===== config.mk =====
export PLATFORM = sky130hd
export DESIGN_NAME = sc_nand_unit
export DESIGN_NICKNAME = d
export VERILOG_FILES = /design/src/rtl/sc_nand_unit.sv
export SDC_FILE = /design/constraint.sdc
export NUM_CORES = 1
export LEC_CHECK = 0
export CORE_ASPECT_RATIO = 2
export CORE_MARGIN = 2
export CORE_UTILIZATION = 30
export DETAILED_ROUTE_END_ITERATION = 7
export SYNTH_ARGS = -nofsm -noshare
export SYNTH_HDL_FRONTEND = slang
export SYNTH_SLANG_ARGS = --single-unit

===== constraint.sdc =====
create_clock -name clk -period 2.5 [get_ports clk]
set_clock_uncertainty 0.05 [all_clocks]
set_input_delay 0.5 -clock clk [delete_from_list [all_inputs] [get_ports clk]]
set_output_delay 0.5 -clock clk [all_outputs]
set_load 0.05 [all_outputs]

===== src/rtl/sc_nand_unit.sv =====
// Stochastic-computing NAND tile: two Sobol-driven stochastic number
// generators feeding a bitwise NAND stage that publishes once both streams
// are complete.

// Sobol-sequence stochastic number generator: one bitstream bit per enabled
// step, one-shot until reset.
module sc_sng #(
    parameter int unsigned LEN = 32,
    parameter int unsigned RES = 6
) (
    input  logic               clk,
    input  logic               rst,
    input  logic               en_in,
    input  logic [RES-1:0]     num,
    input  logic [RES*RES-1:0] m,
    output logic [LEN-1:0]     seq,
    output logic               done
);

    localparam int unsigned IW = (LEN > 1) ? $clog2(LEN) : 1;

    typedef enum logic [1:0] {
        S_IDLE,
        S_RUN,
        S_DONE
    } state_t;

    state_t                    state_q, state_d;
    logic                      step;
    logic [IW-1:0]             idx_q;
    logic [RES-1:0]            x_q;
    logic [RES-1:0]            num_q, num_cur;
    logic [RES-1:0][RES-1:0]   m_q, m_cur, v_cur;
    logic [RES-1:0]            dir;
    logic                      hit;
    logic [LEN-1:0]            seq_q;

    // Step 0 uses the live inputs (they are latched on that same edge);
    // later steps use the latched copies.
    always_comb begin
        num_cur = (state_q == S_IDLE) ? num : num_q;
        m_cur   = (state_q == S_IDLE) ? m   : m_q;
        for (int unsigned k = 0; k < RES; k++) begin
            v_cur[k] = m_cur[k] << (RES - 1 - k);
        end
    end

    // Gray-code Sobol: the direction vector is picked by the trailing-ones
    // count of the current step index, i.e. the position of its lowest zero.
    always_comb begin
        dir = '0;
        hit = 1'b0;
        for (int unsigned b = 0; b < IW; b++) begin
            if (!hit && !idx_q[b]) begin
                hit = 1'b1;
                if (b < RES) begin
                    dir = v_cur[b];
                end
            end
        end
    end

    // Next-state logic: idle until the first enabled edge, run LEN steps, then stop.
    always_comb begin
        state_d = state_q;
        step    = 1'b0;
        case (state_q)
            S_IDLE: begin
                if (en_in) begin
                    step    = 1'b1;
                    state_d = (idx_q == IW'(LEN - 1)) ? S_DONE : S_RUN;
                end
            end
            S_RUN: begin
                if (en_in) begin
                    step = 1'b1;
                    if (idx_q == IW'(LEN - 1)) begin
                        state_d = S_DONE;
                    end
                end
            end
            default: begin
                state_d = state_q;
            end
        endcase
    end

    // State register.
    always_ff @(posedge clk) begin
        if (rst) begin
            state_q <= S_IDLE;
        end else begin
            state_q <= state_d;
        end
    end

    // Datapath: latch operands at step 0, emit one comparison bit per step.
    always_ff @(posedge clk) begin
        if (rst) begin
            idx_q <= '0;
            x_q   <= '0;
            num_q <= '0;
            m_q   <= '0;
            seq_q <= '0;
        end else if (step) begin
            seq_q[idx_q] <= (x_q < num_cur);
            x_q          <= x_q ^ dir;
            if (state_d != S_DONE) begin
                idx_q <= idx_q + 1'b1;
            end
            if (state_q == S_IDLE) begin
                num_q <= num;
                m_q   <= m;
            end
        end
    end

    assign seq  = seq_q;
    assign done = (state_q == S_DONE);

endmodule

module sc_nand_unit #(
    parameter int unsigned LEN = 32,
    parameter int unsigned RES = 6
) (
    input  logic               clk,
    input  logic               rst,
    input  logic               en_in,
    input  logic [RES-1:0]     num_a,
    input  logic [RES-1:0]     num_b,
    input  logic [RES*RES-1:0] m_a,
    input  logic [RES*RES-1:0] m_b,
    output logic [LEN-1:0]     seq_a,
    output logic [LEN-1:0]     seq_b,
    output logic [LEN-1:0]     out,
    output logic               en_out
);

    logic done_a, done_b;
    logic [LEN-1:0] out_q;
    logic           en_out_q;

    sc_sng #(.LEN(LEN), .RES(RES)) u_sng_a (
        .clk   (clk),
        .rst   (rst),
        .en_in (en_in),
        .num   (num_a),
        .m     (m_a),
        .seq   (seq_a),
        .done  (done_a)
    );

    sc_sng #(.LEN(LEN), .RES(RES)) u_sng_b (
        .clk   (clk),
        .rst   (rst),
        .en_in (en_in),
        .num   (num_b),
        .m     (m_b),
        .seq   (seq_b),
        .done  (done_b)
    );

    // NAND stage: capture once both streams are complete, then hold until reset.
    always_ff @(posedge clk) begin
        if (rst) begin
            out_q    <= '0;
            en_out_q <= 1'b0;
        end else if (done_a && done_b && !en_out_q) begin
            out_q    <= ~(seq_a & seq_b);
            en_out_q <= 1'b1;
        end
    end

    assign out    = out_q;
    assign en_out = en_out_q;

endmodule


Word level (Yosys, flattened, before mapping)
Index checks and enable logic that the tools add are counted.
{"block": "totals", "register_bits": 193, "input_bits": 87, "output_inout_bits": 97, "word_cells": 126}
{"block": "op_classes", "addsub": 2, "order_cmp": 6, "n_eq_ne": 8, "mux": 41, "n_bitwise": 4, "reduce_logical": 35}
{"cell": "6-bit two-way mux", "count": 12}
{"cell": "32-bit bitwise mux", "count": 2}
{"cell": "29-bit two-way mux", "count": 2}
{"cell": "32-bit AND", "count": 1}
{"cell": "32-bit NOT", "count": 1}
{"cell": "2-bit two-way mux", "count": 8}
{"cell": "1-bit logical NOT", "count": 15}
{"cell": "1-bit two-way mux", "count": 13}
{"cell": "1-bit logical AND", "count": 12}
{"cell": "5-bit by 6-bit less-than comparator with 1-bit output (second input constant)", "count": 2}
{"cell": "6-bit less-than comparator", "count": 2}
{"cell": "6-bit bitwise XOR", "count": 2}
{"cell": "5-bit by 1-bit adder with 5-bit output (second input constant)", "count": 2}
{"cell": "1-bit demux with 5-bit select", "count": 2}
{"cell": "5-bit == test (second input constant)", "count": 2}
{"cell": "5-bit by 1-bit >= comparator with 1-bit output (second input constant)", "count": 2}
{"cell": "2-bit case mux with 2 select lines", "count": 2}
{"cell": "2-bit AND reduction", "count": 4}
{"cell": "2-bit by 1-bit == test with 1-bit output (second input constant)", "count": 2}
{"cell": "2-bit == test (second input constant)", "count": 2}
{"cell": "2-bit logical NOT", "count": 2}
{"cell": "2-bit != test (second input constant)", "count": 2}
{"cell": "2-bit OR reduction", "count": 2}

Logic depth before layout (Yosys ltp)
{"block": "depth", "ltp_word": 13, "mapped_depth": 11, "ltp_nobuf": 8}

By module
Synthesis repeated with hierarchy kept, for this count alone.
{"block": "unflattened", "hier_cells": 868, "hier_area_um2": 7837.5}
{"module": "sc_sng (u_sng_b)", "instances": 1, "cells_per_inst": 371, "area_each_um2": 3133.0, "seq_area_each_um2": 1301.2}
{"module": "sc_sng (u_sng_a)", "instances": 1, "cells_per_inst": 355, "area_each_um2": 3110.5, "seq_area_each_um2": 1301.2}
{"module": "sc_nand_unit", "instances": 1, "cells_per_inst": 142, "area_each_um2": 1594.0, "seq_area_each_um2": 660.6}

Worst setup path after synthesis
No wires, ideal clock.
{"block": "synth_path", "kind": "reg2reg", "from": "register u_sng_b.state_q[0]", "to": "register u_sng_b.seq_q[21], in the netlist u_sng_b.seq[21]", "setup_ns": 0.074, "arrival_ns": 2.041, "t_required_ns": 2.376, "setup_slack_ns": 0.335, "path_stages_with_launch": 12, "n_path_buf": 3, "period_less_slack_ns": 2.165, "cell_sequence": "dfxtp_1 buf_4 nor2_8 buf_6 mux2i_1 ha_1 a21oi_1 nor2b_1 o21ai_0 o211ai_1 clkbuf_1 o21ai_0"}
{"block": "synth_via", "elab_chain_len": 4, "word_cells_on_any_way": 7, "classes_between": "1 x order compare; 1 x eq/ne; 3 x mux; 2 x reduce/logical"}
{"element": "from (decl)", "line_no": "28", "rtl": "state_t state_q, state_d;"}
{"element": "from (signal assigned)", "line_no": "93", "rtl": "state_q <= state_d;"}
{"element": "2-bit logical NOT", "line_no": "41, 67"}
{"element": "6-bit two-way mux", "line_no": "41", "rtl": "num_cur = (state_q == S_IDLE) ? num : num_q;"}
{"element": "6-bit less-than comparator", "line_no": "106", "rtl": "seq_q[idx_q] <= (x_q < num_cur);"}
{"element": "32-bit bitwise mux", "line_no": "106"}
{"element": "to (signal, indexed assignment)", "line_no": "106"}
{"element": "to (decl)", "line_no": "36", "rtl": "logic [LEN-1:0] seq_q;"}
Several ways; a longest one is shown, not always the timed one.
A chain may end at the register's enable or synchronous reset.

Final worst setup path
{"block": "layout_path", "from": "register u_sng_a.seq_q[29], in the netlist u_sng_a.seq[29]", "to": "output port seq_a[29]"}
{"element": "from (decl)", "line_no": "36"}
{"element": "from (signal, indexed assignment)", "line_no": "106"}
{"element": "to (decl)", "line_no": "134", "rtl": "output logic [LEN-1:0] seq_a,"}
No word-level cell between the ends.

==> metrics.txt <==
Slew Limit Fails=0; clk_lat worst skew=around 0.44 ns; Max Clk Rate=roughly 430 MHz; Hold Buf Count CTS=0; core area=23800 um^2; final wirelength=21.0 mm; Tcrit/Tclk final=93.6%; crit path time final=about 2.3 ns; Hold Startpoint=u_sng_a.m_q[7]; number of port buffers=141; die height=224 um; critical path startpoint=u_sng_a.seq[29]; most frequent cells in the layout=dfxtp_1, clkdlybuf4s50_1, nand2_1; worst-path maximum fanout=3; vias in the first global route=5872; die area=25500 um^2; GRT overflow=0; Post-CTS Setup Inserts=0; area grow syn2layout=35.5%; critical path cell sequence=clkdlybuf4s50_1; status=finished clean; slowest stage cell, crit path=clkdlybuf4s50_1; Post-Syn Area=7240 um^2; unrepaired setup endpoints after global routing=no; commonest non-fill, non-tap cell in the layout=dfxtp_1; Placer Congestion=0.829; Worst setup SP type=register; worst slack, placed=0.0900 ns; dpl hpwl=15.6 mm; post_cts resized=0; drt wl/cell=16.5 um; crit path buf inv count=1; LEAKAGE=3.55 nW; Synth top area share=45.1%; global-route usage over all layers=16.6%; RR Startpoint=u_sng_b.idx_q[2]; Die X=114 um; crit path capture type=output port; dominant synthesized flop cell=dfxtp_1; Power Density=618 nW/um^2; synthesized net count=936; Fill cells=2381; Final WS setup=0.161 ns; TritonCTS clock tree=built; Via Count=6330; family with the most delay on the worst path=buffers and inverters; post-synthesis async set-or-reset flop share=0%; first-pass GRT wire length=32.7 mm; H-Tree Depth=4; Setup Viol. Count Final=0; initial DRC count=333; n_diodes=0; num rows=80; CTS sink count=163; clock slew at reported path FFs=about 0.070 ns; WS Path Type=register to output port; drt pass-1 iters=4; largest net degree at the start of global routing=74; Root Buffer=clkbuf_16; ranking of synthesized cells by area=dfxtp_1, nand2_1, nand3b_1; Nets=1086; Distinct cells, synth=45; leading area contributor after synthesis=dfxtp_1; synth warn=0; CP Data Arrival Time=1.79 ns; post-synthesis sequential area ratio=45.1%; synthesized instance count=825; HP Class=register to register; Initial Util=30.4%; Ports=about 180; Post-Syn Area per Cell=8.78 um^2; fraction of layout instances using a drive strength above 1=10.7%; VDD IR-drop max=431 uV; final setup TNS=0 ns; Worst Path Required=around 2.0 ns; count of flip-flops with a built-in enable after synthesis=0; critical path's largest stage delay=0.86 ns; Final ANT Viol Nets=0; Final Hold Viols=0; maxcap violations=0; TritonCTS Buffers=17; antenna violations before repair=0; Tightest Pin Transition=0.709 ns; Max Buffers Root-to-Sink=2; DRC=0; Slew headroom=between 50% and 60%; vias per cell=4.96; Seq cells post-synth=~160
## synthesized netlist by cell type, types with 10 or more instances
master and number:
nor2_1 73, dfxtp_1 163, nand3b_1 66, ha_1 24, a21oi_1 49, clkbuf_1 36
buf_2 10, o21ai_0 73, mux2i_1 23, mux2_2 15, a211oi_1 16, a311oi_1 32
nand2_1 132
## cells by family (layout without fill, tap and decap cells)
| logic type | after synthesis | in the layout | share of synthesized area, % |
|---|---|---|---|
| DFF | 163 | 163 | 45.1 |
| muxes | 41 | 41 | 5.98 |
| and+or+nand+nor | 330 | 330 | 23.1 |
| adders and majority gates | 24 | 24 | 4.15 |
| AOI/OAI and AO/OA | 192 | 192 | 16.5 |
| buffers and inverters | 66 | 229 | 4.21 |
| xor gates and xnor gates | 9 | 9 | 1.09 |
## power breakdown
part | internal [mW] | switching, mW | total [mW] | leakage [nW]
Clock | 1.45 | 1.26 | 2.71 | 0.301
Combinational | 0.294 | 0.355 | 0.649 | 1.93
Sequential | 2.66 | 0.0487 | 2.71 | 1.32
Total | 4.40 | 1.66 | 6.07 | 3.55
## metrics by stage
step                      instances  instance area [um^2]  hold slack, ns  power [mW]  util (%)
after floorplan                 825                  7240           0.382        3.15         -
after global placement         1243                  9210           0.389        3.42      38.7
after detailed placement       1243                  9210           0.394        3.43      38.7
after CTS                      1275                  9810           0.406        6.14      41.2
after global routing           1275                  9810           0.418        6.28      41.2
final                          1275                  9810           0.405        6.07      41.2
## layer usage
layer	up-vias	wire [um]	GRT usage [%]
met5	-	0	0
met3	26	851	3.90
met1	2961	8020	17.9
met4	0	607	8.06
met2	134	11500	29.9
li1	3209	-	-
## cell type report
cell class	instances	area [um^2]	area share, %
multi-input combinational	596	3680	37.5
sequential	163	3260	33.2
timing repair buffer	190	1880	19.1
clock buffer	17	425	4.33
tap	287	359	3.66
clock inverter	15	180	1.84
inverter	7	26.3	0.268
## state kept, by name, indices dropped and copies added (netlist names), 2 cells and up
register,count
u_sng_b.state_q,2
u_sng_b.x_q,5
u_sng_b.m_q,15
u_sng_a.state_q,2
u_sng_b.idx_q,5
u_sng_a.num_q,6
u_sng_a.m_q,15
u_sng_b.seq,32
u_sng_a.idx_q,5
u_sng_a.x_q,5
u_sng_b.num_q,6
u_sng_a.seq,32
out,32
## worst paths after layout
check / endpoint / cells past startpoint / slack, ns
min reg2reg: u_sng_a.m_q[7] / 2 / 0.40
max reg2reg: u_sng_b.x_q[5] / 6 / 0.33
min: u_sng_a.m_q[7] / 2 / 0.40
max: seq_a[29] / 1 / 0.16
No activity file was read; power rests on OpenSTA's default activity.
==> RTL change: new RTL, same settings <==
`LEN` is set to 32 in 2 places; all go to 128.
--- a/src/rtl/sc_nand_unit.sv
+++ b/src/rtl/sc_nand_unit.sv
@@ -7,3 +7,3 @@
 module sc_sng #(
-    parameter int unsigned LEN = 32,
+    parameter int unsigned LEN = 128,
     parameter int unsigned RES = 6
@@ -123,3 +123,3 @@
 module sc_nand_unit #(
-    parameter int unsigned LEN = 32,
+    parameter int unsigned LEN = 128,
     parameter int unsigned RES = 6
Interface: changed (resized out, seq_a and seq_b); port bits go from 184 to 472. The function was not compared with the original's and may differ.
==> RTL change against the original RTL <==
- wire length grew to 3.9 times the old value
- via count grew to 2.8 times the old value
- largest power group unchanged
- the run now ends with setup timing left
- final area grew to 2.9 times the old value
- area after synthesis grew to 2.6 times the old value
- sequential cell count grew 306
- sequential power grew to 2.8 times the old value
- total power grew to 2.7 times the old value
- worst setup slack lost 390 ps
==> RTL change: results (changes against the original RTL) <==
| Metric | Value |
|---|---|
| Post-Layout Cell Count | `3276 (+160%)` |
| TritonCTS buffer count | `44 (+27)` |
| Cells after DPL | `3157 (+150%)` |
| Post-synthesis mux area share | `0.02577 (-0.03400)` |
| Crit path arrival time | `3150 ps (+1360 ps)` |
| Hold slack final | `253.6 ps (-151.2 ps)` |
| Unique masters post-synth | `69 (+53%)` |
| Synth area leaders | `dfxtp_1 (50%), a21oi_1 (8.2%), a211oi_1 (7.8%)` |
| Commonest cells in the netlist | `dfxtp_1 (469), a21oi_1 (306), nor2_1 (199), a211oi_1 (195), clkbuf_1 (146)` |
| Largest net degree at the start of global routing | `130 (+76%)` |
| Worst Path Max Fanout | `8 (+5)` |
| GRT Total Usage | `0.2416 (+0.07574)` |
| Internal | `0.01209 W (+170%)` |
| Met1 WL | `30920 µm (+290%)` |
| Fraction of layout cells with a size suffix above 1 | `0.2530 (+0.1457)` |
| Mean Syn Cell Area | `9.632 µm² (+9.7%)` |
| Clock latency on the worst-skew pair | `580 ps (+140 ps)` |
| TNS Setup | `-23220 ps (-23220 ps)` |
| Syn_nets | `2045 (+120%)` |
| Failing checks | `setup timing` |
| Final setup viols | `237 (+237)` |
| Setup bufs post-CTS | `39 (+39)` |
| R2R cell count | `12 (+6)` |
| Clock tree buffer depth | `3 (+1)` |
| Adder-cell share of the synthesized area | `0.01138 (-0.03008)` |
| RR Endpoint | `u_sng_b.seq[59]` |
| Drt pass-1 iters | `5 (+1)` |
| GR Util met2 | `0.4385 (+0.1395)` |
| Outcome | `complete, but fails checks` |
| DP HPWL | `59770 µm (+280%)` |
| WL met2 | `41310 µm (+260%)` |
| Post-synthesis sequential area ratio | `0.5022 (+0.05170)` |
| Worst setup margin | `-224.7 ps (-385.7 ps)` |
| Cts repair resizes | `102 (+102)` |
| Metal3 WL | `4645 µm (+450%)` |
| PD cells | `571.5 nW/µm² (-7.6%)` |
| Hold path endpoint | `en_out` |
-- RTL change: worst max-delay path: stages, from the launching register on --
cell and delay (ps):
dfxtp_2 330, nor2_4 210, mux2i_2 270, ha_1 280
a21o_1 200, a2111oi_4 290, o21a_2 240, buf_12 120
buf_6 110, buf_6 110, nor4_4 40, buf_6 160
a211oi_1 210
-- RTL change: how the worst max path moves through the flow --
stage | from | end | depth (start not counted)
after floorplan | u_sng_a.state_q[0] | u_sng_a.seq[102] | 12
after global placement | num_b[3] | u_sng_b.seq[93] | 8
after detailed placement | num_b[2] | u_sng_b.seq[93] | 9
after CTS | u_sng_b.state_q[1] | u_sng_b.seq[59] | 12
after global routing | u_sng_b.state_q[0] | u_sng_b.seq[68] | 12
final | u_sng_b.state_q[0] | u_sng_b.seq[59] | 12
-- RTL change: layout make-up --
type	instances	area (µm²)
fillers	5733	33570
multi-input cells	1278	9692
flip-flops and latches	469	9393
repair buffers	658	6725
clock buffers	59	1219
well taps	786	983.4
clock inverters	21	220.2
inverters	5	18.77
